<file path="config.mk">
export PLATFORM = sky130hd
export DESIGN_NAME = muldiv_seq_flat
export DESIGN_NICKNAME = d
export VERILOG_FILES = /design/src/rtl/muldiv_seq_if.sv /design/src/rtl/muldiv_seq.sv /design/src/flat_wrapper.sv
export SDC_FILE = /design/constraint.sdc
export NUM_CORES = 1
export LEC_CHECK = 0
export BUFFER_PORTS_ARGS = -buffer_cell sky130_fd_sc_hd__buf_2
export CAP_MARGIN = 5
export CORE_ASPECT_RATIO = 0.75
export CORE_MARGIN = 8
export CORE_UTILIZATION = 40
export DETAILED_ROUTE_END_ITERATION = 6
export PLACE_DENSITY = 0.7
export SLEW_MARGIN = 15
export SYNTH_ARGS = -nofsm -noshare
export SYNTH_HDL_FRONTEND = slang
export SYNTH_SLANG_ARGS = --single-unit
export TNS_END_PERCENT = 100
</file>
<file path="constraint.sdc">
create_clock -name clk -period 3.1 [get_ports clk]
set_input_delay 0.155 -clock clk [delete_from_list [all_inputs] [get_ports clk]]
set_output_delay 0.155 -clock clk [all_outputs]
set_load 0.005 [all_outputs]
</file>
<file path="src/rtl/muldiv_seq_if.sv">
// Request/response bundle between the core and the iterative mul/div sequencer.
interface muldiv_seq_if #(
  parameter int Width = 32
);
  logic             req_valid;
  logic             req_ready;
  logic [2:0]       req_op;
  logic [Width-1:0] req_a;
  logic [Width-1:0] req_b;
  logic             resp_valid;
  logic             resp_ready;
  logic [Width-1:0] resp_result;

  // The core issues requests and consumes results.
  modport master (
    output req_valid, req_op, req_a, req_b, resp_ready,
    input  req_ready, resp_valid, resp_result
  );

  // The sequencer accepts requests and produces results.
  modport slave (
    input  req_valid, req_op, req_a, req_b, resp_ready,
    output req_ready, resp_valid, resp_result
  );
endinterface

</file>
<file path="src/rtl/muldiv_seq.sv">
// Iterative RV32M multiply/divide sequencer: radix-2 shift-add multiply and
// restoring divide on operand magnitudes, with sign fix-up afterwards.
module muldiv_seq #(
  parameter int Width       = 32,
  parameter bit FastSpecial = 1'b1
) (
  input  logic         clk,
  input  logic         rst_n,
  input  logic         kill,
  output logic         busy,
  muldiv_seq_if.slave  bus
);

  localparam int W = 32;

  if (Width != W) begin : g_width_chk
    $error("muldiv_seq: only Width = 32 is supported");
  end

  typedef enum logic [1:0] {IDLE, CALC, FIX, DONE} state_e;

  localparam logic [2:0] OP_MUL  = 3'b000;
  localparam logic [2:0] OP_MULH = 3'b001;
  localparam logic [2:0] OP_MHSU = 3'b010;
  localparam logic [2:0] OP_DIV  = 3'b100;
  localparam logic [2:0] OP_REM  = 3'b110;

  state_e         state_q, state_d;
  logic [2:0]     op_q, op_d;
  logic           sa_q, sa_d;       // dividend / multiplicand negative
  logic           sb_q, sb_d;       // divisor / multiplier negative
  logic           bz_q, bz_d;       // divisor was zero
  logic           spec_q, spec_d;   // div-by-zero or signed overflow
  logic           fph_q, fph_d;     // FIX sub-phase: 0 = negate, 1 = select
  logic [4:0]     cnt_q, cnt_d;
  logic [W-1:0]   ma_q, ma_d;
  logic [W-1:0]   mb_q, mb_d;
  logic [2*W-1:0] acc_q, acc_d;
  logic [W-1:0]   res_q, res_d;

  // Request decode: signedness per op, magnitudes, special-case detection.
  logic           in_sa, in_sb, in_bz, in_ovf, in_spec;
  logic [W-1:0]   in_ma, in_mb;
  always_comb begin
    in_sa   = (bus.req_op == OP_MULH) || (bus.req_op == OP_MHSU) ||
              (bus.req_op == OP_DIV)  || (bus.req_op == OP_REM);
    in_sb   = (bus.req_op == OP_MULH) || (bus.req_op == OP_DIV) ||
              (bus.req_op == OP_REM);
    in_sa   = in_sa & bus.req_a[W-1];
    in_sb   = in_sb & bus.req_b[W-1];
    in_ma   = in_sa ? (~bus.req_a + 1'b1) : bus.req_a;
    in_mb   = in_sb ? (~bus.req_b + 1'b1) : bus.req_b;
    in_bz   = (bus.req_b == '0);
    in_ovf  = ((bus.req_op == OP_DIV) || (bus.req_op == OP_REM)) &&
              (bus.req_a == 32'h8000_0000) && (bus.req_b == 32'hFFFF_FFFF);
    in_spec = bus.req_op[2] && (in_bz || in_ovf);
  end

  // One radix-2 iteration. Multiply keeps the multiplier in the low word and
  // shifts the product in from the top; divide shifts the dividend out of the
  // low word into the partial remainder and shifts quotient bits in.
  logic [W:0]     mul_sum, div_sh, div_diff;
  logic           div_ge;
  logic [2*W-1:0] step;
  always_comb begin
    mul_sum  = {1'b0, acc_q[2*W-1:W]} + (acc_q[0] ? {1'b0, ma_q} : '0);
    div_sh   = {acc_q[2*W-1:W], acc_q[W-1]};
    div_diff = div_sh - {1'b0, mb_q};
    div_ge   = ~div_diff[W];
    if (op_q[2])
      step = {(div_ge ? div_diff[W-1:0] : div_sh[W-1:0]), acc_q[W-2:0], div_ge};
    else
      step = {mul_sum, acc_q[W-1:1]};
  end

  // Sign correction and word select. A zero divisor leaves an all-ones
  // quotient, which must not be negated; its remainder is |a| and regains the
  // dividend's sign, so both come out right on the iterative path too.
  logic [2*W-1:0] fixed;
  logic [W-1:0]   hi, lo, sel, spec_res;
  always_comb begin
    hi = acc_q[2*W-1:W];
    lo = acc_q[W-1:0];
    if (op_q[2])
      fixed = {(sa_q ? (~hi + 1'b1) : hi),
               ((sa_q ^ sb_q) && !bz_q ? (~lo + 1'b1) : lo)};
    else
      fixed = (sa_q ^ sb_q) ? (~acc_q + 1'b1) : acc_q;
    if (op_q[2])
      sel = op_q[1] ? hi : lo;
    else
      sel = (op_q == OP_MUL) ? lo : hi;
    if (!op_q[1])
      spec_res = bz_q ? 32'hFFFF_FFFF : 32'h8000_0000;
    else
      spec_res = bz_q ? (sa_q ? (~ma_q + 1'b1) : ma_q) : '0;
  end

  // Next-state and datapath control.
  always_comb begin
    state_d = state_q;
    op_d    = op_q;
    sa_d    = sa_q;
    sb_d    = sb_q;
    bz_d    = bz_q;
    spec_d  = spec_q;
    fph_d   = fph_q;
    cnt_d   = cnt_q;
    ma_d    = ma_q;
    mb_d    = mb_q;
    acc_d   = acc_q;
    res_d   = res_q;
    unique case (state_q)
      IDLE: begin
        if (bus.req_valid) begin
          op_d    = bus.req_op;
          sa_d    = in_sa;
          sb_d    = in_sb;
          bz_d    = in_bz;
          spec_d  = in_spec;
          ma_d    = in_ma;
          mb_d    = in_mb;
          acc_d   = {{W{1'b0}}, (bus.req_op[2] ? in_ma : in_mb)};
          cnt_d   = 5'd31;
          fph_d   = 1'b0;
          state_d = CALC;
        end
      end
      CALC: begin
        if (kill) begin
          state_d = IDLE;
        end else if (FastSpecial && spec_q) begin
          res_d   = spec_res;
          state_d = DONE;
        end else begin
          acc_d = step;
          cnt_d = cnt_q - 5'd1;
          if (cnt_q == 5'd0) state_d = FIX;
        end
      end
      // Negation and word select take separate cycles so the 64-bit negate
      // never feeds the result mux in the same cycle.
      FIX: begin
        if (kill) begin
          state_d = IDLE;
        end else if (!fph_q) begin
          acc_d = fixed;
          fph_d = 1'b1;
        end else begin
          res_d   = sel;
          state_d = DONE;
        end
      end
      DONE: begin
        if (kill || bus.resp_ready) state_d = IDLE;
      end
      default: state_d = IDLE;
    endcase
  end

  // State and datapath registers.
  always_ff @(posedge clk or negedge rst_n) begin
    if (!rst_n) begin
      state_q <= IDLE;
      op_q    <= '0;
      sa_q    <= 1'b0;
      sb_q    <= 1'b0;
      bz_q    <= 1'b0;
      spec_q  <= 1'b0;
      fph_q   <= 1'b0;
      cnt_q   <= '0;
      ma_q    <= '0;
      mb_q    <= '0;
      acc_q   <= '0;
      res_q   <= '0;
    end else begin
      state_q <= state_d;
      op_q    <= op_d;
      sa_q    <= sa_d;
      sb_q    <= sb_d;
      bz_q    <= bz_d;
      spec_q  <= spec_d;
      fph_q   <= fph_d;
      cnt_q   <= cnt_d;
      ma_q    <= ma_d;
      mb_q    <= mb_d;
      acc_q   <= acc_d;
      res_q   <= res_d;
    end
  end

  assign bus.req_ready   = (state_q == IDLE);
  assign bus.resp_valid  = (state_q == DONE);
  assign bus.resp_result = res_q;
  assign busy            = (state_q != IDLE);

endmodule

</file>
<file path="src/flat_wrapper.sv">
// flat-port wrapper written by rule: the top's interface ports become plain ports
module muldiv_seq_flat 
#(
  parameter int Width       = 32,
  parameter bit FastSpecial = 1'b1
)
  (clk, rst_n, kill, busy, bus_req_valid, bus_req_op, bus_req_a, bus_req_b, bus_resp_ready, bus_req_ready, bus_resp_valid, bus_resp_result);
  muldiv_seq_if #(.Width(Width)) bus_i ();
  input  logic clk;
  input  logic rst_n;
  input  logic kill;
  output logic busy;
  input wire logic [$bits(bus_i.req_valid)-1:0] bus_req_valid;
  input wire logic [$bits(bus_i.req_op)-1:0] bus_req_op;
  input wire logic [$bits(bus_i.req_a)-1:0] bus_req_a;
  input wire logic [$bits(bus_i.req_b)-1:0] bus_req_b;
  input wire logic [$bits(bus_i.resp_ready)-1:0] bus_resp_ready;
  output wire logic [$bits(bus_i.req_ready)-1:0] bus_req_ready;
  output wire logic [$bits(bus_i.resp_valid)-1:0] bus_resp_valid;
  output wire logic [$bits(bus_i.resp_result)-1:0] bus_resp_result;
  assign bus_i.req_valid = bus_req_valid;
  assign bus_i.req_op = bus_req_op;
  assign bus_i.req_a = bus_req_a;
  assign bus_i.req_b = bus_req_b;
  assign bus_i.resp_ready = bus_resp_ready;
  assign bus_req_ready = bus_i.req_ready;
  assign bus_resp_valid = bus_i.resp_valid;
  assign bus_resp_result = bus_i.resp_result;
  muldiv_seq #(.Width(Width), .FastSpecial(FastSpecial)) u_core (.clk(clk), .rst_n(rst_n), .kill(kill), .busy(busy), .bus(bus_i));
endmodule
</file>
==> results.json, run 1 <==
{
  "run_status": "finished, violations left",
  "violations": "setup timing",
  "setup_viol": 10,
  "cp.arrival_ns": 3.59,
  "placementRows": 64,
  "final_common_cell": "buf_4",
  "seq_area_frac_synth": 0.270,
  "grt_max_degree": 77,
  "met2_length_mm": 29.2,
  "cp_slowest_stage_delay_ns": 0.47,
  "slowest_stage": "dfrtp_2",
  "area_growth_pct": 33.8,
  "min_path_cells": 3,
  "grt_pass1_wl_mm": 105,
  "crit_type": "reg -> reg",
  "cts_tree": "yes",
  "synth_xor_area_frac": 0.0838,
  "wl_per_cell_um": 23.7,
  "peakVddDrop_v": 0.000535,
  "timing.rr.end": "u_core.acc_q[43]",
  "crit_buf_inv": 1,
  "dieWidth_um": 248,
  "synth_top_family_by_area": "compound AO/OA/AOI/OAI gates",
  "synth.area.mux_share": 0.0689,
  "fp.coreArea_um2": 40400,
  "pin_count": 107,
  "crit_family": "compound AO/OA/AOI/OAI gates",
  "cts_buffers": 17,
  "ys.flop_type": "dfrtp_1",
  "critical_path_required_ns": 3.45,
  "syn_nets": 2225,
  "routed.top_layer": "met4",
  "clkTransAtPathRegs_ns": 0.08,
  "grt.overflow.total": 0,
  "die-area_um2": 47200,
  "critPathCapture": "u_core.acc_q[43]",
  "clock-skew-final_ns": 0.0129,
  "synthCells": 2075,
  "routed_wl_mm": 71.1,
  "avgSynthCellArea_um2": 7.80,
  "vias": 18200,
  "antenna_cells": 0,
  "wl_met3_mm": 8.47,
  "wl_met1_mm": 31.4,
  "multi_input_area_um2": 12100,
  "drt-initial-drc-count": 2141,
  "dr.pass1.iters": 6,
  "seqCellArea_um2": 4380,
  "rsz0062_at_grt": "true",
  "antenna_found_initial": 2,
  "hold_path_startpoint": "bus_req_a[31]",
  "io_buffers": 106,
  "numClockSinks": 175,
  "layout.cells.non_filler": 3002,
  "cap_viol_max_count": 0,
  "antenna_left": 0,
  "n_fill_cell": 3739,
  "synth_edf_count": 0,
  "cts-root-buf": "clkbuf_16",
  "route.detailed.drc": 0,
  "synth_compound_area_frac": 0.264,
  "place_area_um2": 19800,
  "dpl.hpwl_mm": 56.1,
  "fin_util": 0.537,
  "mostFrequentLayoutCells": "buf_4, o21ai_0, nand2_1",
  "start_util": 0.401,
  "power_uw": 21500,
  "synth.distinct_cells": 83,
  "worstHoldPathType": "in -> reg",
  "slew_headroom": 0.518,
  "drv_slew": 0,
  "r2r_slack_ns": -0.15,
  "fmax_mhz": 308,
  "min_period_over_period": 1.05,
  "place_inst": 2940,
  "die_h_um": 190,
  "yosys.area_share.simple": 0.202,
  "clk_latency_ns": 0.47,
  "worst-path-stages": 13,
  "viasPerCell": 6.05,
  "powerDensity_nw_per_um2": 994,
  "yosys_warnings": 0,
  "finalWorstSetupSlack_ns": -0.146,
  "hold_violations": 0,
  "period_minus_slack_ns": 3.25,
  "drive_above_1_share": 0.306,
  "start_kind": "flip-flop",
  "design_area_um2": 21700,
  "yosys.area_share.adder": 0.0612,
  "synth_area_um2": 16200,
  "synth_seq_cells": 175,
  "routabilityCongestion": 1.02,
  "p_leak_uw": 0.00989,
  "cts.path.max_buffers": 2,
  "htree_num_levels": 4,
  "async_reset_ff_frac": 1.00,
  "reg2regPathDepth": 13,
  "fin_tns_setup_ns": -0.787,
  "critical_path.max_fanout": 6,
  "tightestPinTransition_ns": 0.720,
  "grt_pass1_vias": 17200,
  "gr-usage-all-layers": 0.292,
  "crit_start": "u_core.acc_q[0]",
  "endpoint_kind": "flip-flop",
  "fin_nets": 2611,
  "r2r-start": "u_core.acc_q[0]",
  "cp_cell_sequence": "and2_1 -> ha_1 -> a21o_1 -> a211o_1 -> o211ai_1 -> a21boi_1 -> o21ai_1 -> nand2b_1 -> a21oi_2 -> xor2_1 -> buf_4 -> mux2i_1 -> a221o_1"
}
-- synthesized netlist by cell type (37+ instances only) --
cell type,count,area share
o21ai_0,252,0.078
nand2_1,233,0.054
dfrtp_1,175,0.27
a21oi_1,160,0.049
nor2_1,121,0.028
clkbuf_1,119,0.028
xor2_1,97,0.052
mux2i_1,80,0.049
ha_1,76,0.059
inv_1,70,0.016
nor3_1,69,0.021
xnor2_1,58,0.031
a21o_1,56,0.026
and2_1,37,0.014
-- worst register-to-register path, delay by kind of cell, from the launching register on --
kind	cells	cell delay, ns
AO/OA/AOI/OAI	7	1.65
XOR/XNOR	1	0.23
adder cells (fa/ha/maj)	1	0.29
buffers and inverters	1	0.17
flip-flops	1	0.47
multiplexers	1	0.06
AND/OR/NAND/NOR	2	0.25
-- layer usage --
layer / vias to the layer above / track usage
met4: 0 / 0.0863
li1: 8338 / -
met3: 109 / 0.0960
met1: 8768 / 0.421
met2: 943 / 0.409
met5: - / 0
-- registers in the layout, summed over array words and instances (netlist names), 2 cells and up --
register and count:
u_core.ma_q 32, u_core.cnt_q 5, u_core.acc_q 64, u_core.state_q 2, u_core.mb_q 32, u_core.bus.resp_result 32, u_core.op_q 3
-- cell families (layout without fill, tap and decap cells) --
family                     after synthesis  count (layout)
DFF                                    175             175
xor gates and xnor gates               155             155
adders and majority gates               78              78
and+or+nand+nor                        657             658
AOI/OAI and AO/OA                      692             692
muxes                                  108             108
buffers and inverters                  210             608
-- final cells by class --
class | instances | area share
Multi-Input combinational cell | 1691 | 0.558
Inverter | 74 | 0.0128
Clock inverter | 15 | 0.00866
Timing Repair Buffer | 502 | 0.168
Clock buffer | 17 | 0.0196
Sequential cell | 175 | 0.202
Tap cell | 528 | 0.0305
-- how the worst min path moves through the flow --
stage	to	slack [ns]
final	u_core.ma_q[31]	0.01
after global routing	u_core.ma_q[31]	0.08
after CTS	u_core.ma_q[31]	0.004
after detailed placement	u_core.acc_q[59]	0.16
after global placement	u_core.acc_q[59]	0.16
after floorplan	u_core.acc_q[0]	-0.14
-- metrics by stage --
step / setup WS (ns) / hold WS (ns)
after global routing: -0.265 / 0.0819
final: -0.146 / 0.0108
after detailed placement: -0.352 / 0.161
after CTS: -0.0930 / 0.00397
after global placement: -0.277 / 0.159
after floorplan: -0.0700 / -0.141
-- power by group --
group | leakage (µW) | switching [µW] | internal (µW)
registers | 0.00224 | 740 | 3150
logic | 0.00735 | 8890 | 6440
clock network | 0.000299 | 1130 | 1160
total | 0.00989 | 10800 | 10800
-- what timing repair did --
| action | 4_1_cts | 5_1_grt |
|---|---|---|
| gates cloned | 1 | 1 |
| endpoints found under the hold margin | 54 | 0 |
| hold buffers | 3 | 0 |
| pin swaps | 35 | 59 |
| resized for setup | 96 | 119 |
| endpoints found under the setup margin | 39 | 42 |
| setup buffers | 10 | 16 |
Power figures use the tool's default switching activity.
==> run 2: changes to the inputs <==
--- a/config.mk
+++ b/config.mk
@@ -16,4 +16,4 @@
 export SYNTH_ARGS = -nofsm -noshare
 export SYNTH_HDL_FRONTEND = slang
 export SYNTH_SLANG_ARGS = --single-unit
-export TNS_END_PERCENT = 100
+export TNS_END_PERCENT = 10
==> run 2 against run 1 <==
The run ends with DRC, setup timing left. Count of clock-buffer cells in the layout grew 2. Sequential share of layout area rose by 0.33 points. Final cell count fell by 0.67%. Die area unchanged. Non-clock buffer count fell by 19. Register-to-register slack is essentially flat. Global-route usage down 0.41 points. Sequential power is essentially flat.
==> results.json, run 2 (synthesized netlist as in run 1, its figures left out) <==
{
  "antenna_found_initial": 6,
  "fin_nets": 2591,
  "hold_path_startpoint": "bus_req_a[0]",
  "intPower_uw": 10600,
  "antenna_cells": 0,
  "worstHoldPathType": "in -> reg",
  "crit_type": "reg -> reg",
  "drv_slew": 0,
  "cp_slowest_stage_delay_ns": 0.48,
  "cp.arrival_ns": 3.59,
  "endpoint_kind": "flip-flop",
  "start_kind": "flip-flop",
  "powerDensity_nw_per_um2": 992,
  "place_inst": 2931,
  "power_uw": 21100,
  "largest_reg_flops": 64,
  "cts_tree": "yes",
  "mostFrequentLayoutCells": "buf_4, nand2_1, o21ai_0",
  "rsz0062_at_grt": "true",
  "cts_buffers": 17,
  "dr.pass1.iters": 7,
  "peakVddDrop_v": 0.000503,
  "antenna_left": 0,
  "r2r-start": "u_core.acc_q[0]",
  "gr-usage-all-layers": 0.288,
  "regMostFlops": "u_core.acc_q",
  "final_common_cell": "buf_4",
  "crit_buf_inv": 2,
  "slowest_stage": "or4b_4",
  "drive_above_1_share": 0.289,
  "critical_path_required_ns": 3.44,
  "hold_violations": 0,
  "htree_num_levels": 4,
  "clock_power_share": 0.102,
  "crit_start": "u_core.acc_q[0]",
  "finalWorstSetupSlack_ns": -0.153,
  "dieWidth_um": 248,
  "io_buffers": 106,
  "cts-root-buf": "clkbuf_16",
  "p_leak_uw": 0.00975,
  "drt-initial-drc-count": 2259,
  "die-area_um2": 47200,
  "violations": "DRC, setup timing",
  "cap_viol_max_count": 0,
  "clkTransAtPathRegs_ns": 0.08,
  "min_period_over_period": 1.05,
  "grt_max_degree": 74,
  "fmax_mhz": 307,
  "dpl.hpwl_mm": 54.8,
  "critical_path.max_fanout": 4,
  "fin_util": 0.528,
  "wl_per_cell_um": 23.5,
  "slew_headroom": 0.430,
  "grt.overflow.total": 0,
  "power.switching_uw": 10600,
  "cts.path.max_buffers": 2,
  "tightestPinTransition_ns": 0.855,
  "grt_pass1_wl_mm": 104,
  "routabilityCongestion": 1.06,
  "pin_count": 107,
  "numClockSinks": 175,
  "setup_viol": 15,
  "vias": 18200,
  "grt_pass1_vias": 17100,
  "holdWs_ns": 0.0451,
  "power_frac_seq": 0.185,
  "p_sw_frac": 0.501,
  "start_util": 0.401,
  "die_h_um": 190,
  "comb_power_share": 0.713,
  "area_growth_pct": 31.7,
  "clock-skew-final_ns": 0.0187,
  "route.detailed.drc": 2,
  "cp_cell_sequence": "inv_2 -> buf_4 -> ha_2 -> or4b_4 -> nor3_4 -> a41o_4 -> nand3_4 -> or3_4 -> or3_4 -> nor3_4 -> o32ai_1 -> a21oi_1 -> o21ai_1",
  "crit_family": "simple AND/OR/NAND/NOR gates",
  "viasPerCell": 6.11,
  "fp.coreArea_um2": 40400,
  "routed_wl_mm": 70.0,
  "placementRows": 64,
  "layout.cells.non_filler": 2982,
  "clk_latency_ns": 0.47,
  "run_status": "finished, violations left",
  "period_minus_slack_ns": 3.25
}
==> run 2: cell count changes in the layout (fill, tap and decap cells not counted), moves of 4 or more <==
cell	change
buf_4	-23
a21oi_1	+9
a21oi_2	-9
o21ai_1	+7
ha_4	-5
buf_12	+4
clkinvlp_4	+4
inv_6	-4
xor2_1	+4
==> run 2: cell type report <==
cell class	instances	area [µm²]
Clock buffer	19	433
Clock inverter	13	130
Fill cell	3833	19000
Inverter	74	282
Multi-Input combinational cell	1690	11800
Sequential cell	175	4380
Tap cell	528	661
Timing Repair Buffer	483	3600
==> run 2: power by group through the flow <==
| stage | sequential (µW) | combinational [µW] | clock [µW] |
|---|---|---|---|
| floorplan | 3820 | 7770 | 0 |
| global placement | 3810 | 13500 | 0 |
| detailed placement | 3850 | 13700 | 0 |
| CTS | 3820 | 14100 | 2160 |
| global route | 3960 | 16100 | 2260 |
| finish | 3910 | 15100 | 2170 |
==> run 2: per-stage QoR <==
stage | setup WS [ns] | cell area (µm²) | TNS [ns]
after floorplan | -0.0700 | 16300 | -0.310
after global placement | -0.261 | 19700 | -4.84
after detailed placement | -0.349 | 19700 | -7.41
after CTS | -0.217 | 20600 | -1.79
after global routing | -0.307 | 21300 | -2.99
final | -0.153 | 21300 | -1.09
==> run 2: worst paths after layout <==
path	slack [ns]	end	cells past startpoint
min in group asynchronous	0.30	u_core.acc_q[55]	2
worst min-delay path	0.05	u_core.ma_q[0]	3
max in group asynchronous	1.98	u_core.ma_q[26]	3
worst min register to register	0.48	u_core.bus.resp_result[9]	2
worst max-delay path	-0.15	u_core.acc_q[50]	13
worst max register to register	-0.15	u_core.acc_q[50]	13
==> run 2: timing repair <==
item                                    in CTS  in global routing
resized for setup                           54                127
endpoints found under the setup margin      41                 43
hold endpoints to repair                    69                  0
pin swaps                                   15                 62
gates cloned                                 2                  1
buffers inserted                             1                 12
hold buffers                                 3                  0
==> run 2: metal layers <==
metal	global-route usage	up-vias	routed length (µm)
met1	0.429	8756	31300
met2	0.402	1050	28500
li1	-	8303	-
met4	0.0884	2	2010
met5	0	-	9
met3	0.0722	109	8220
==> run 2: worst reg2reg max path, delay by kind of cell (launching register included) <==
kind	cells	cell delay (ns)
compound gates	4	0.67
simple gates	6	1.65
buf+inv	2	0.18
fa+ha+maj	1	0.18
flops	1	0.47
